**src/rtl/slot_pkg.sv**
```systemverilog
// rtl/slot_pkg.sv - shared types and constants for the slot round controller
//
// Contents:
//   CREDIT_W      width of credit store and bet (4)
//   SYM_BITS_DEF  default reel symbol width (3, eight symbols)
//   MODE_CNT      number of payout tables (3)
//   state_t       round sequencer states
//   M3_TAB/M2_TAB triple / pair multipliers indexed by mode_num
//   Optional feature macro: SLOT_JACKPOT_EN (used by slot_payout and slot_round_ctrl)
package slot_pkg;

   localparam int CREDIT_W     = 4;
   localparam int SYM_BITS_DEF = 3;
   localparam int MODE_CNT     = 3;

   typedef enum logic [2:0] {
      ST_IDLE   = 3'd0,
      ST_SPIN   = 3'd1,
      ST_STOP   = 3'd2,
      ST_EVAL   = 3'd3,
      ST_PAYOUT = 3'd4
   } state_t;

   // Element 0 belongs to mode 0.
   localparam logic [2:0] M3_TAB [MODE_CNT] = '{3'd4, 3'd6, 3'd3};
   localparam logic [2:0] M2_TAB [MODE_CNT] = '{3'd1, 3'd0, 3'd2};

endpackage

```
**src/rtl/slot_payout.sv**
```systemverilog
// rtl/slot_payout.sv - combinational payout evaluation of three captured reel symbols
//
// Ports:
//   bet       in   CREDIT_W  bet of the round
//   mode_num  in   2         payout table 0..2
//   sym0..2   in   SYM_BITS  captured reel symbols
//   payout    out  5         bet x multiplier, truncated to 5 bits
//   jackpot   out  1         all three symbols are the top symbol (only with SLOT_JACKPOT_EN)
module slot_payout
   import slot_pkg::*;
#(
   parameter int SYM_BITS = SYM_BITS_DEF
) (
   input  logic [CREDIT_W-1:0] bet,
   input  logic [1:0]          mode_num,
   input  logic [SYM_BITS-1:0] sym0,
   input  logic [SYM_BITS-1:0] sym1,
   input  logic [SYM_BITS-1:0] sym2,
   output logic [4:0]          payout
`ifdef SLOT_JACKPOT_EN
   ,
   output logic                jackpot
`endif
);

   logic       all3;
   logic       any2;
   logic [2:0] mult;

   always_comb begin
      all3 = (sym0 == sym1) && (sym1 == sym2);
      any2 = (sym0 == sym1) || (sym1 == sym2) || (sym0 == sym2);
      mult = 3'd0;
      if (all3)
         mult = M3_TAB[mode_num];
      else if (any2)
         mult = M2_TAB[mode_num];
      // 5-bit operands keep the product in 5 bits; overflow bits are dropped.
      payout = {1'b0, bet} * {2'b00, mult};
   end

`ifdef SLOT_JACKPOT_EN
   assign jackpot = all3 && (sym0 == {SYM_BITS{1'b1}});
`endif

endmodule

```
**src/rtl/slot_round_ctrl.sv**
```systemverilog
// rtl/slot_round_ctrl.sv - slot machine round sequencer: buttons, credit/bet, reel stop, payout
//
// Ports:
//   clk       in   1           rising-edge clock
//   rst       in   1           asynchronous active-low reset
//   start     in   1           level, rising edge requests a spin
//   bet_up    in   1           level, rising edge increments the bet
//   bet_dn    in   1           level, rising edge decrements the bet
//   mode      in   1           level, rising edge advances the payout table
//   reel_sym  in   3*SYM_BITS  live reel symbols, reel i at [i*SYM_BITS +: SYM_BITS]
//   reel_run  out  3           per-reel run enable
//   bet       out  4           current bet
//   sto       out  4           credit store
//   mode_num  out  2           payout table 0..2
//   won       out  1           last round paid something, held until next accepted start
//   busy      out  1           round in progress
//   reject    out  1           one-cycle pulse, start refused
//   Optional feature macro: SLOT_JACKPOT_EN (top-symbol triple fills the store)
module slot_round_ctrl
   import slot_pkg::*;
#(
   parameter int SYM_BITS    = SYM_BITS_DEF,
   parameter int SPIN_CYC    = 16,
   parameter int STAGGER     = 8,
   parameter int INIT_CREDIT = 10,
   parameter int BET_MAX     = 3
) (
   input  logic                  clk,
   input  logic                  rst,
   input  logic                  start,
   input  logic                  bet_up,
   input  logic                  bet_dn,
   input  logic                  mode,
   input  logic [3*SYM_BITS-1:0] reel_sym,
   output logic [2:0]            reel_run,
   output logic [CREDIT_W-1:0]   bet,
   output logic [CREDIT_W-1:0]   sto,
   output logic [1:0]            mode_num,
   output logic                  won,
   output logic                  busy,
   output logic                  reject
);

   localparam int CNT_MAX = (SPIN_CYC > STAGGER) ? SPIN_CYC : STAGGER;
   localparam int CNT_W   = $clog2(CNT_MAX);

   localparam logic [CNT_W-1:0]    SPIN_LAST = CNT_W'(SPIN_CYC - 1);
   localparam logic [CNT_W-1:0]    STAG_LAST = CNT_W'(STAGGER - 1);
   localparam logic [CREDIT_W-1:0] BET_CAP   = CREDIT_W'(BET_MAX);
   localparam logic [CREDIT_W-1:0] STO_INIT  = CREDIT_W'(INIT_CREDIT);
   localparam logic [CREDIT_W-1:0] STO_FULL  = {CREDIT_W{1'b1}};

   state_t              state;
   logic [CNT_W-1:0]    cnt;
   logic [SYM_BITS-1:0] cap0, cap1, cap2;
   logic [4:0]          payout_c;
   logic [4:0]          payout_q;
   logic                start_q, up_q, dn_q, mode_q;
   logic                start_e, up_e, dn_e, mode_e;
   logic [CREDIT_W-1:0] bet_lim;
   logic [5:0]          sum;
   logic [CREDIT_W-1:0] new_sto;
   logic                won_next;
`ifdef SLOT_JACKPOT_EN
   logic                jackpot_c;
   logic                jackpot_q;
`endif

   slot_payout #(
      .SYM_BITS (SYM_BITS)
   ) u_payout (
      .bet      (bet),
      .mode_num (mode_num),
      .sym0     (cap0),
      .sym1     (cap1),
      .sym2     (cap2),
      .payout   (payout_c)
`ifdef SLOT_JACKPOT_EN
      ,
      .jackpot  (jackpot_c)
`endif
   );

   assign start_e = start  & ~start_q;
   assign up_e    = bet_up & ~up_q;
   assign dn_e    = bet_dn & ~dn_q;
   assign mode_e  = mode   & ~mode_q;
   assign busy    = (state != ST_IDLE);

   always_comb begin
      // The bet may never exceed what the store could cover.
      bet_lim  = (BET_CAP < sto) ? BET_CAP : sto;
      sum      = {2'b00, sto} + {1'b0, payout_q};
      new_sto  = (sum > 6'd15) ? STO_FULL : sum[CREDIT_W-1:0];
      won_next = (payout_q != 5'd0);
`ifdef SLOT_JACKPOT_EN
      if (jackpot_q) begin
         new_sto  = STO_FULL;
         won_next = 1'b1;
      end
`endif
   end

   always_ff @(posedge clk or negedge rst) begin
      if (!rst) begin
         state    <= ST_IDLE;
         cnt      <= '0;
         reel_run <= 3'b000;
         bet      <= CREDIT_W'(1);
         sto      <= STO_INIT;
         mode_num <= 2'd0;
         won      <= 1'b0;
         reject   <= 1'b0;
         cap0     <= '0;
         cap1     <= '0;
         cap2     <= '0;
         payout_q <= 5'd0;
         start_q  <= 1'b0;
         up_q     <= 1'b0;
         dn_q     <= 1'b0;
         mode_q   <= 1'b0;
`ifdef SLOT_JACKPOT_EN
         jackpot_q <= 1'b0;
`endif
      end else begin
         start_q <= start;
         up_q    <= bet_up;
         dn_q    <= bet_dn;
         mode_q  <= mode;
         reject  <= 1'b0;

         case (state)
            ST_IDLE: begin
               if (start_e) begin
                  // Start wins over any coincident bet/mode edge.
                  if ((bet != '0) && (bet <= sto)) begin
                     sto      <= sto - bet;
                     won      <= 1'b0;
                     reel_run <= 3'b111;
                     cnt      <= '0;
                     state    <= ST_SPIN;
                  end else begin
                     reject <= 1'b1;
                  end
               end else begin
                  if (up_e && !dn_e && (bet < bet_lim))
                     bet <= bet + CREDIT_W'(1);
                  else if (dn_e && !up_e && (bet > CREDIT_W'(1)))
                     bet <= bet - CREDIT_W'(1);
                  if (mode_e)
                     mode_num <= (mode_num == 2'd2) ? 2'd0 : mode_num + 2'd1;
               end
            end

            ST_SPIN: begin
               if (cnt == SPIN_LAST) begin
                  reel_run[0] <= 1'b0;
                  cap0        <= reel_sym[0 +: SYM_BITS];
                  cnt         <= '0;
                  state       <= ST_STOP;
               end else begin
                  cnt <= cnt + CNT_W'(1);
               end
            end

            ST_STOP: begin
               // reel_run[1] still high means reel 1 is the next to stop.
               if (cnt == STAG_LAST) begin
                  cnt <= '0;
                  if (reel_run[1]) begin
                     reel_run[1] <= 1'b0;
                     cap1        <= reel_sym[SYM_BITS +: SYM_BITS];
                  end else begin
                     reel_run[2] <= 1'b0;
                     cap2        <= reel_sym[2*SYM_BITS +: SYM_BITS];
                     state       <= ST_EVAL;
                  end
               end else begin
                  cnt <= cnt + CNT_W'(1);
               end
            end

            ST_EVAL: begin
               payout_q <= payout_c;
`ifdef SLOT_JACKPOT_EN
               jackpot_q <= jackpot_c;
`endif
               state <= ST_PAYOUT;
            end

            ST_PAYOUT: begin
               sto <= new_sto;
               won <= won_next;
               if ((bet > new_sto) && (new_sto != '0))
                  bet <= new_sto;
               state <= ST_IDLE;
            end

            default: begin
               reel_run <= 3'b000;
               state    <= ST_IDLE;
            end
         endcase
      end
   end

endmodule

```
**config.mk**
```make
export PLATFORM = sky130hd
export DESIGN_NAME = slot_round_ctrl
export DESIGN_NICKNAME = d
export VERILOG_FILES = /design/src/rtl/slot_pkg.sv /design/src/rtl/slot_payout.sv /design/src/rtl/slot_round_ctrl.sv
export SDC_FILE = /design/constraint.sdc
export NUM_CORES = 1
export LEC_CHECK = 0
export BUFFER_PORTS_ARGS = -buffer_cell sky130_fd_sc_hd__buf_2
export CORE_MARGIN = 2
export CORE_UTILIZATION = 40
export CTS_BUF_LIST = sky130_fd_sc_hd__clkbuf_4 sky130_fd_sc_hd__clkbuf_8 sky130_fd_sc_hd__clkbuf_16
export CTS_CLUSTER_DIAMETER = 80
export CTS_CLUSTER_SIZE = 30
export DETAILED_ROUTE_END_ITERATION = 10
export PLACE_DENSITY = 0.56
export SETUP_SLACK_MARGIN = 0.05
export SYNTH_ARGS = -nofsm -noshare
export SYNTH_HDL_FRONTEND = slang
export SYNTH_SLANG_ARGS = --single-unit
```
**constraint.sdc**
```tcl
create_clock -name clk -period 4.8 [get_ports clk]
set_clock_uncertainty 0.1 [all_clocks]
set_input_delay 1.44 -clock clk [delete_from_list [all_inputs] [get_ports clk]]
set_output_delay 1.44 -clock clk [all_outputs]
set_load 0.01 [all_outputs]
```
==> results of run 1 <==
-- worst max-delay path, cell delays in order (launching register included) --
cell	delay (ns)
sky130_fd_sc_hd__dfrtp_1	0.42
sky130_fd_sc_hd__ha_1	0.26
sky130_fd_sc_hd__fa_1	0.49
sky130_fd_sc_hd__nand4b_1	0.21
sky130_fd_sc_hd__a2111oi_0	0.62
sky130_fd_sc_hd__ha_1	0.41
sky130_fd_sc_hd__nand4b_1	0.15
sky130_fd_sc_hd__o311ai_0	0.14
sky130_fd_sc_hd__a31oi_1	0.23
sky130_fd_sc_hd__a211oi_2	0.10
sky130_fd_sc_hd__o31ai_4	0.31
sky130_fd_sc_hd__mux2_4	0.32
-- power groups by stage --
stage	registers [mW]	clock network [mW]	logic (mW)
floorplan	0.598	0	1.04
global placement	0.647	0	1.32
detailed placement	0.652	0	1.33
CTS	0.644	0.395	1.34
global route	0.667	0.409	1.49
finish	0.645	0.386	1.33
-- cell type report --
class / count / area, sq um / area share
clock buffer: 5 / 68.8 / 0.0210
clock inverter: 3 / 90.1 / 0.0274
inverter: 19 / 71.3 / 0.0217
multi-input combinational: 227 / 1780 / 0.541
sequential: 40 / 1000 / 0.306
tap: 96 / 120 / 0.0366
timing repair buffer: 30 / 150 / 0.0457
-- through the flow --
stage                     instance area [sq um]  std cells  worst slack (ns)  utilization  total power, mW
final                                      3280        420             0.931        0.478             2.36
after global placement                     3120        412              1.09        0.455             1.97
after global routing                       3280        420             0.690        0.478             2.57
after floorplan                            2870        290              1.22            -             1.64
after CTS                                  3280        420             0.963        0.478             2.37
after detailed placement                   3120        412             0.988        0.455             1.98
-- metal layers --
layer	share of wire	GRT usage	up-vias
li1	-	-	1112
met1	0.48	0.240	1067
met2	0.47	0.290	42
met3	0.034	0.0345	4
met4	0.0070	0.0468	0
met5	0	0	-
-- worst paths after layout --
| kind | startpoint | to | slack (ns) | cells after the start |
|---|---|---|---|---|
| worst max-delay path | sto[0] | bet[1] | 0.93 | 11 |
| worst min-delay path | payout_q[3] | payout_q[3] | 0.42 | 2 |
| worst max register to register | sto[0] | bet[1] | 0.93 | 11 |
| worst min register to register | payout_q[3] | payout_q[3] | 0.42 | 2 |
| max in group asynchronous | rst | sto[0] | 2.85 | 1 |
| min in group asynchronous | rst | dn_q | 1.17 | 1 |
-- logic make-up (layout without fill, tap and decap cells) --
group | Yosys count | in the layout | share of synthesized area
fa+ha+maj | 30 | 30 | 0.143
mux | 21 | 21 | 0.0808
simple gates | 96 | 96 | 0.168
other cells | 1 | 2 | 0.00131
compound gates | 60 | 60 | 0.170
buf+inv | 23 | 57 | 0.0306
xor+xnor | 18 | 18 | 0.0550
flops | 40 | 40 | 0.351
-- sequential cells by signal, summed over array words and instances, names as in the netlist, 2 cells and up --
register,flops
payout_q,5
bet,4
cnt,4
sto,4
cap0,3
cap1,3
cap2,3
reel_run,3
state,3
mode_num,2
-- synth_stat cells (2+ instances only) --
| cell | instances |
|---|---|
| sky130_fd_sc_hd__nand3_1 | 10 |
| sky130_fd_sc_hd__a211oi_1 | 3 |
| sky130_fd_sc_hd__nand4b_1 | 2 |
| sky130_fd_sc_hd__dfstp_2 | 3 |
| sky130_fd_sc_hd__a21o_1 | 4 |
| sky130_fd_sc_hd__and3_1 | 3 |
| sky130_fd_sc_hd__o211ai_1 | 2 |
| sky130_fd_sc_hd__nand4_1 | 2 |
| sky130_fd_sc_hd__or2_2 | 3 |
| sky130_fd_sc_hd__o21ai_0 | 9 |
| sky130_fd_sc_hd__mux2_2 | 13 |
| sky130_fd_sc_hd__nor4_1 | 2 |
| sky130_fd_sc_hd__a311oi_1 | 2 |
| sky130_fd_sc_hd__nand2_1 | 29 |
| sky130_fd_sc_hd__xnor2_1 | 14 |
| sky130_fd_sc_hd__ha_1 | 24 |
| sky130_fd_sc_hd__inv_1 | 19 |
| sky130_fd_sc_hd__o22a_1 | 2 |
| sky130_fd_sc_hd__xor2_1 | 4 |
| sky130_fd_sc_hd__mux2i_1 | 7 |
| sky130_fd_sc_hd__fa_1 | 5 |
| sky130_fd_sc_hd__and2_1 | 2 |
| sky130_fd_sc_hd__a21oi_1 | 11 |
| sky130_fd_sc_hd__a21bo_2 | 2 |
| sky130_fd_sc_hd__nand2b_1 | 5 |
| sky130_fd_sc_hd__nor2_1 | 17 |
| sky130_fd_sc_hd__nor3_1 | 10 |
| sky130_fd_sc_hd__dfrtp_1 | 37 |
| sky130_fd_sc_hd__o311ai_0 | 2 |
| sky130_fd_sc_hd__clkbuf_1 | 3 |
| sky130_fd_sc_hd__a2111oi_0 | 2 |
| sky130_fd_sc_hd__o21a_1 | 2 |
| sky130_fd_sc_hd__nor2b_1 | 3 |
| sky130_fd_sc_hd__a211oi_2 | 3 |
==> impl_metrics.csv, run 1 <==
group,metric,value,unit
logic_synthesis,count_of_cell_types_in_the_netlist,62,
timing,setup_violations,0,
setup_path,crit_path_start_kind,"flop",
logic_synthesis,syn_area_per_cell,9.91,sq um
finish,n_fill_cell,667,
floorplan,full_die_area,0.00786,sq mm
drt,drc,0,
timing,final_hold_viol_count,0,
setup_path,worst_ep_arrival_time,3.95,ns
drt,dr.first_iter.drc_count,134,
cts,postCtsHoldBufs,0,
placement,dp_hpwl,4.93,mm
finish,num-nets-final,367,
floorplan,height_of_the_die,88.6,um
timing,final.setup.tns,0,ns
logic_synthesis,synth-seq-cells,40,
cts,tritoncts,"built",
placement,final_weighted_congestion_in_routability_driven_placement,0.843,
floorplan,ports,31,
job,max-cap-violations,0,
power_and_ir_drop,power_switching,1.04,mW
floorplan,core_area,0.00687,sq mm
grt,grt_first_pass_wirelength,10.6,mm
placement,io_buffers,30,
power_and_ir_drop,power.static_leakage,1.51,nW
timing,worst_case_headroom_to_the_max_slew_limit,0.387,
setup_path,worstSetupEndpointType,"flop",
drt,ant_nets,0,
drt,routed_wirelength,6.39,mm
power_and_ir_drop,internal_power,1.31,mW
drt,drtPass1Iterations,4,
power_and_ir_drop,ir_worst_vdd,298,uV
floorplan,die_width,88.6,um
power_and_ir_drop,power.share.switching,0.442,
timing,timing.fmax,0.258,GHz
cts,post_cts.repair.setup_buffers,0,
logic_synthesis,yosys_most_used_dff,"sky130_fd_sc_hd__dfrtp_1",
grt,grt.total_usage,0.177,
setup_path,worst-setup-path-type,"reg2reg",
grt,initial_antenna_violation_count,0,
logic_synthesis,synth_top_cells_by_area,"sky130_fd_sc_hd__dfrtp_1 (32%), sky130_fd_sc_hd__ha_1 (10%), sky130_fd_sc_hd__mux2_2 (5.1%)",
power_and_ir_drop,share_clk_of_total_power,0.164,
cts,cts_num_sinks,40,
drt,wire_per_inst,15.2,um
grt,first_global_vias,2152,
logic_synthesis,synth_top_cell_area_share,0.323,
logic_synthesis,syn_inst,289,
cts,cts_root_buf,"sky130_fd_sc_hd__clkbuf_8",
cts,cts_made_buffers,5,
worst_hold_path,worst_hold_path_type,"reg2reg",
timing,worst-slew-pin-transition,0.920,ns
timing,final_period_minus_worst_setup_slack,3.87,ns
finish,most_common_cell_after_layout_fill_and_taps_aside,"sky130_fd_sc_hd__dfrtp_1",
logic_synthesis,synth_sequential_area_ratio,0.351,
power_and_ir_drop,power_density,718,mW/mm^2
finish,areaGrowthSynthToFinish,14.5,%
power_and_ir_drop,combinationalPowerShare,0.563,
drt,vias,2225,
setup_path,timing.critical_path.required,4.88,ns
logic_synthesis,synth_top_cell_by_area,"sky130_fd_sc_hd__dfrtp_1",
logic_synthesis,synth-edff-count,0,
finish,post_route_cells_drive_above_1_share,0.216,
power_and_ir_drop,pwr-share-seq,0.273,
finish,layout.cells.most_common_list,"sky130_fd_sc_hd__dfrtp_1 (37), sky130_fd_sc_hd__buf_2 (30), sky130_fd_sc_hd__nand2_1 (29), sky130_fd_sc_hd__ha_1 (24), sky130_fd_sc_hd__inv_1 (19)",
grt,grt-ovfl-total,0,
cts,cts.clk_slew.worst_paths,0.08,ns
cts,max-clock-path-buffers,2,
floorplan,cell_row_count,30,
floorplan,initial_core_util,0.417,
setup_path,timing.critical_path.fanout_max,6,
run_status,result_of_the_run,"completed",
drt,post_drt_via_cell_ratio,5.30,
timing,timing.final.crit_share,0.806,
timing,timing.final.max_slew_violations,0,
logic_synthesis,synthArstFlopShare,1.00,
cts,clock_insertion_delay_worst_skew,0.29,ns
cts,postCtsResizedCells,0,
timing,fin_hold_ws,0.418,ns
cts,cts.htree.levels,2,
logic_synthesis,yosys_warnings,0,
logic_synthesis,syn_area,0.00287,sq mm
grt,grt_max_degree,41,
finish,antenna-diode-count,0,
timing,grt_setup_unrepaired,"false",
Power figures use the tool's default switching activity.
==> run 2: changes to the inputs <==
Settings changed: PLACE_DENSITY 0.56 to 0.58.
Clock period 4.8 ns to 3.4 ns, I/O delays scaled along.
==> run 2 against run 1 <==
Worst setup slack got worse by 0.84 ns. Total power up 51%. Die area unchanged. Non-clock buffer count grew 21. Flip-flop and latch count unchanged. Clock-buffer cell count did not move. Critical path depth unchanged. Global-route usage up 0.63 points. Highest routed layer unchanged.
==> impl_metrics.csv, run 2 (synthesis results as in run 1) <==
group,metric,value,unit
run_status,result_of_the_run,"completed",
timing,timing.final.max_slew_violations,0,
setup_path,worstSetupEndpointType,"flop",
floorplan,height_of_the_die,88.6,um
setup_path,timing.critical_path.required,3.49,ns
placement,io_buffers,30,
grt,grt-ovfl-total,0,
cts,max-clock-path-buffers,2,
drt,ant_nets,0,
power_and_ir_drop,share_clk_of_total_power,0.092,
finish,antenna-diode-count,0,
setup_path,timing.critical_path.fanout_max,4,
timing,worst_case_headroom_to_the_max_slew_limit,0.396,
grt,first_global_vias,2300,
power_and_ir_drop,combinationalPowerShare,0.662,
worst_hold_path,worst_hold_path_type,"reg2reg",
placement,dp_slack,-0.0282,ns
timing,final_period_minus_worst_setup_slack,3.31,ns
timing,timing.final.ws_setup,0.0878,ns
grt,initial_antenna_violation_count,0,
floorplan,core_area,0.00687,sq mm
cts,cts_root_buf,"sky130_fd_sc_hd__clkbuf_8",
floorplan,ports,31,
power_and_ir_drop,power.static_leakage,1.60,nW
cts,cts_num_sinks,40,
power_and_ir_drop,power_density,1010,mW/mm^2
timing,final_hold_viol_count,0,
finish,flip_flop_count_of_the_largest_register_all_copies_and_words_added,5,
placement,final_weighted_congestion_in_routability_driven_placement,0.910,
power_and_ir_drop,power.share.switching,0.460,
grt,grt_first_pass_wirelength,11.1,mm
setup_path,worst-setup-path-type,"reg2reg",
cts,cts.clk_slew.worst_paths,0.09,ns
setup_path,crit_path_start_kind,"flop",
drt,drtPass1Iterations,4,
job,max-cap-violations,0,
timing,timing.fmax,0.302,GHz
finish,n_fill_cell,680,
floorplan,full_die_area,0.00786,sq mm
cts,clock_insertion_delay_worst_skew,0.29,ns
drt,wire_per_inst,15.0,um
timing,timing.final.crit_share,0.974,
timing,setup_violations,0,
finish,most_common_cell_after_layout_fill_and_taps_aside,"sky130_fd_sc_hd__dfrtp_1",
floorplan,die_width,88.6,um
drt,drc,0,
finish,layout.cells.most_common_list,"sky130_fd_sc_hd__dfrtp_1 (36), sky130_fd_sc_hd__buf_2 (30), sky130_fd_sc_hd__nand2_1 (29), sky130_fd_sc_hd__ha_1 (22), sky130_fd_sc_hd__buf_4 (20)",
finish,areaGrowthSynthToFinish,22.8,%
power_and_ir_drop,power_switching,1.63,mW
grt,grt_max_degree,41,
grt,grt.total_usage,0.183,
floorplan,initial_core_util,0.417,
drt,routed_wirelength,6.62,mm
timing,fin_hold_ws,0.426,ns
drt,vias,2323,
timing,final.setup.tns,0,ns
placement,dp_hpwl,5.08,mm
floorplan,cell_row_count,30,
drt,dr.first_iter.drc_count,90,
drt,post_drt_via_cell_ratio,5.27,
cts,tritoncts,"built",
power_and_ir_drop,internal_power,1.92,mW
cts,cts.htree.levels,2,
cts,cts_made_buffers,5,
power_and_ir_drop,pwr-share-seq,0.246,
finish,num-nets-final,388,
power_and_ir_drop,ir_worst_vdd,350,uV
timing,grt_setup_unrepaired,"true",
timing,worst-slew-pin-transition,0.906,ns
finish,post_route_cells_drive_above_1_share,0.304,
setup_path,worst_ep_arrival_time,3.40,ns
finish,max_flop_register,"payout_q",
[run 2: cell count changes in the layout (fill, tap and decap cells not counted), moves of 3 or more]
cell                        before  now
sky130_fd_sc_hd__buf_4           0   20
sky130_fd_sc_hd__a211oi_4        0    3
sky130_fd_sc_hd__bufinv_16       3    0
sky130_fd_sc_hd__xnor2_1        14   11
sky130_fd_sc_hd__xnor2_2         0    3
[run 2: final timing paths]
| check | from | to | slack, ns | depth (start not counted) |
|---|---|---|---|---|
| worst min register to register | reel_run[0] | reel_run[0] | 0.43 | 2 |
| worst max register to register | sto[0] | bet[1] | 0.09 | 11 |
| min in group asynchronous | rst | up_q | 0.73 | 1 |
| max in group asynchronous | rst | sto[0] | 1.82 | 1 |
| worst max-delay path | sto[0] | bet[1] | 0.09 | 11 |
| worst min-delay path | reel_run[0] | reel_run[0] | 0.43 | 2 |
[run 2: timing repair]
item	CTS	global route
pin swaps	3	14
endpoints found under the setup margin	1	5
cloned	0	0
hold buffers	0	0
buffers inserted	5	2
gates resized for setup	3	14
[run 2: layout make-up]
| cell class | instances | area (sq um) | share of cell area |
|---|---|---|---|
| clock inverter | 3 | 18.8 | 0.00533 |
| inverter | 19 | 71.3 | 0.0203 |
| timing repair buffer | 51 | 312 | 0.0885 |
| tap | 96 | 120 | 0.0341 |
| clock buffer | 5 | 68.8 | 0.0196 |
| multi-input combinational | 227 | 1920 | 0.546 |
| sequential | 40 | 1010 | 0.286 |
[run 2: critical path: stages (launching register included)]
cell	delay (ns)
sky130_fd_sc_hd__dfrtp_2	0.43
sky130_fd_sc_hd__ha_4	0.17
sky130_fd_sc_hd__fa_2	0.43
sky130_fd_sc_hd__nand4b_1	0.26
sky130_fd_sc_hd__a2111oi_4	0.36
sky130_fd_sc_hd__ha_1	0.31
sky130_fd_sc_hd__nand4b_1	0.13
sky130_fd_sc_hd__o311ai_1	0.11
sky130_fd_sc_hd__a31oi_1	0.29
sky130_fd_sc_hd__a211oi_4	0.08
sky130_fd_sc_hd__o31ai_4	0.22
sky130_fd_sc_hd__mux2_4	0.32
[run 2: stage by stage]
stage          power, mW  area (sq um)   util  instances
2_1_floorplan       2.41          2920      -        290
3_3_place_gp        3.04          3280  0.477        426
3_5_place_dp        3.05          3280  0.477        426
4_1_cts             3.43          3420  0.497        439
5_1_grt             3.87          3520  0.512        441
6_report            3.56          3520  0.512        441
[run 2: metal layers]
layer | track usage | routed length, um
met1 | 0.253 | 3140
met3 | 0.0271 | 227
met4 | 0.0592 | 122
met2 | 0.296 | 3130
met5 | 0 | 0
[run 2: power by group through the flow]
| stage | sequential [mW] | clock (mW) | combinational, mW |
|---|---|---|---|
| floorplan | 0.853 | 0 | 1.56 |
| global placement | 0.883 | 0 | 2.16 |
| detailed placement | 0.888 | 0 | 2.17 |
| CTS | 0.876 | 0.341 | 2.21 |
| global route | 0.909 | 0.357 | 2.61 |
| finish | 0.876 | 0.326 | 2.35 |
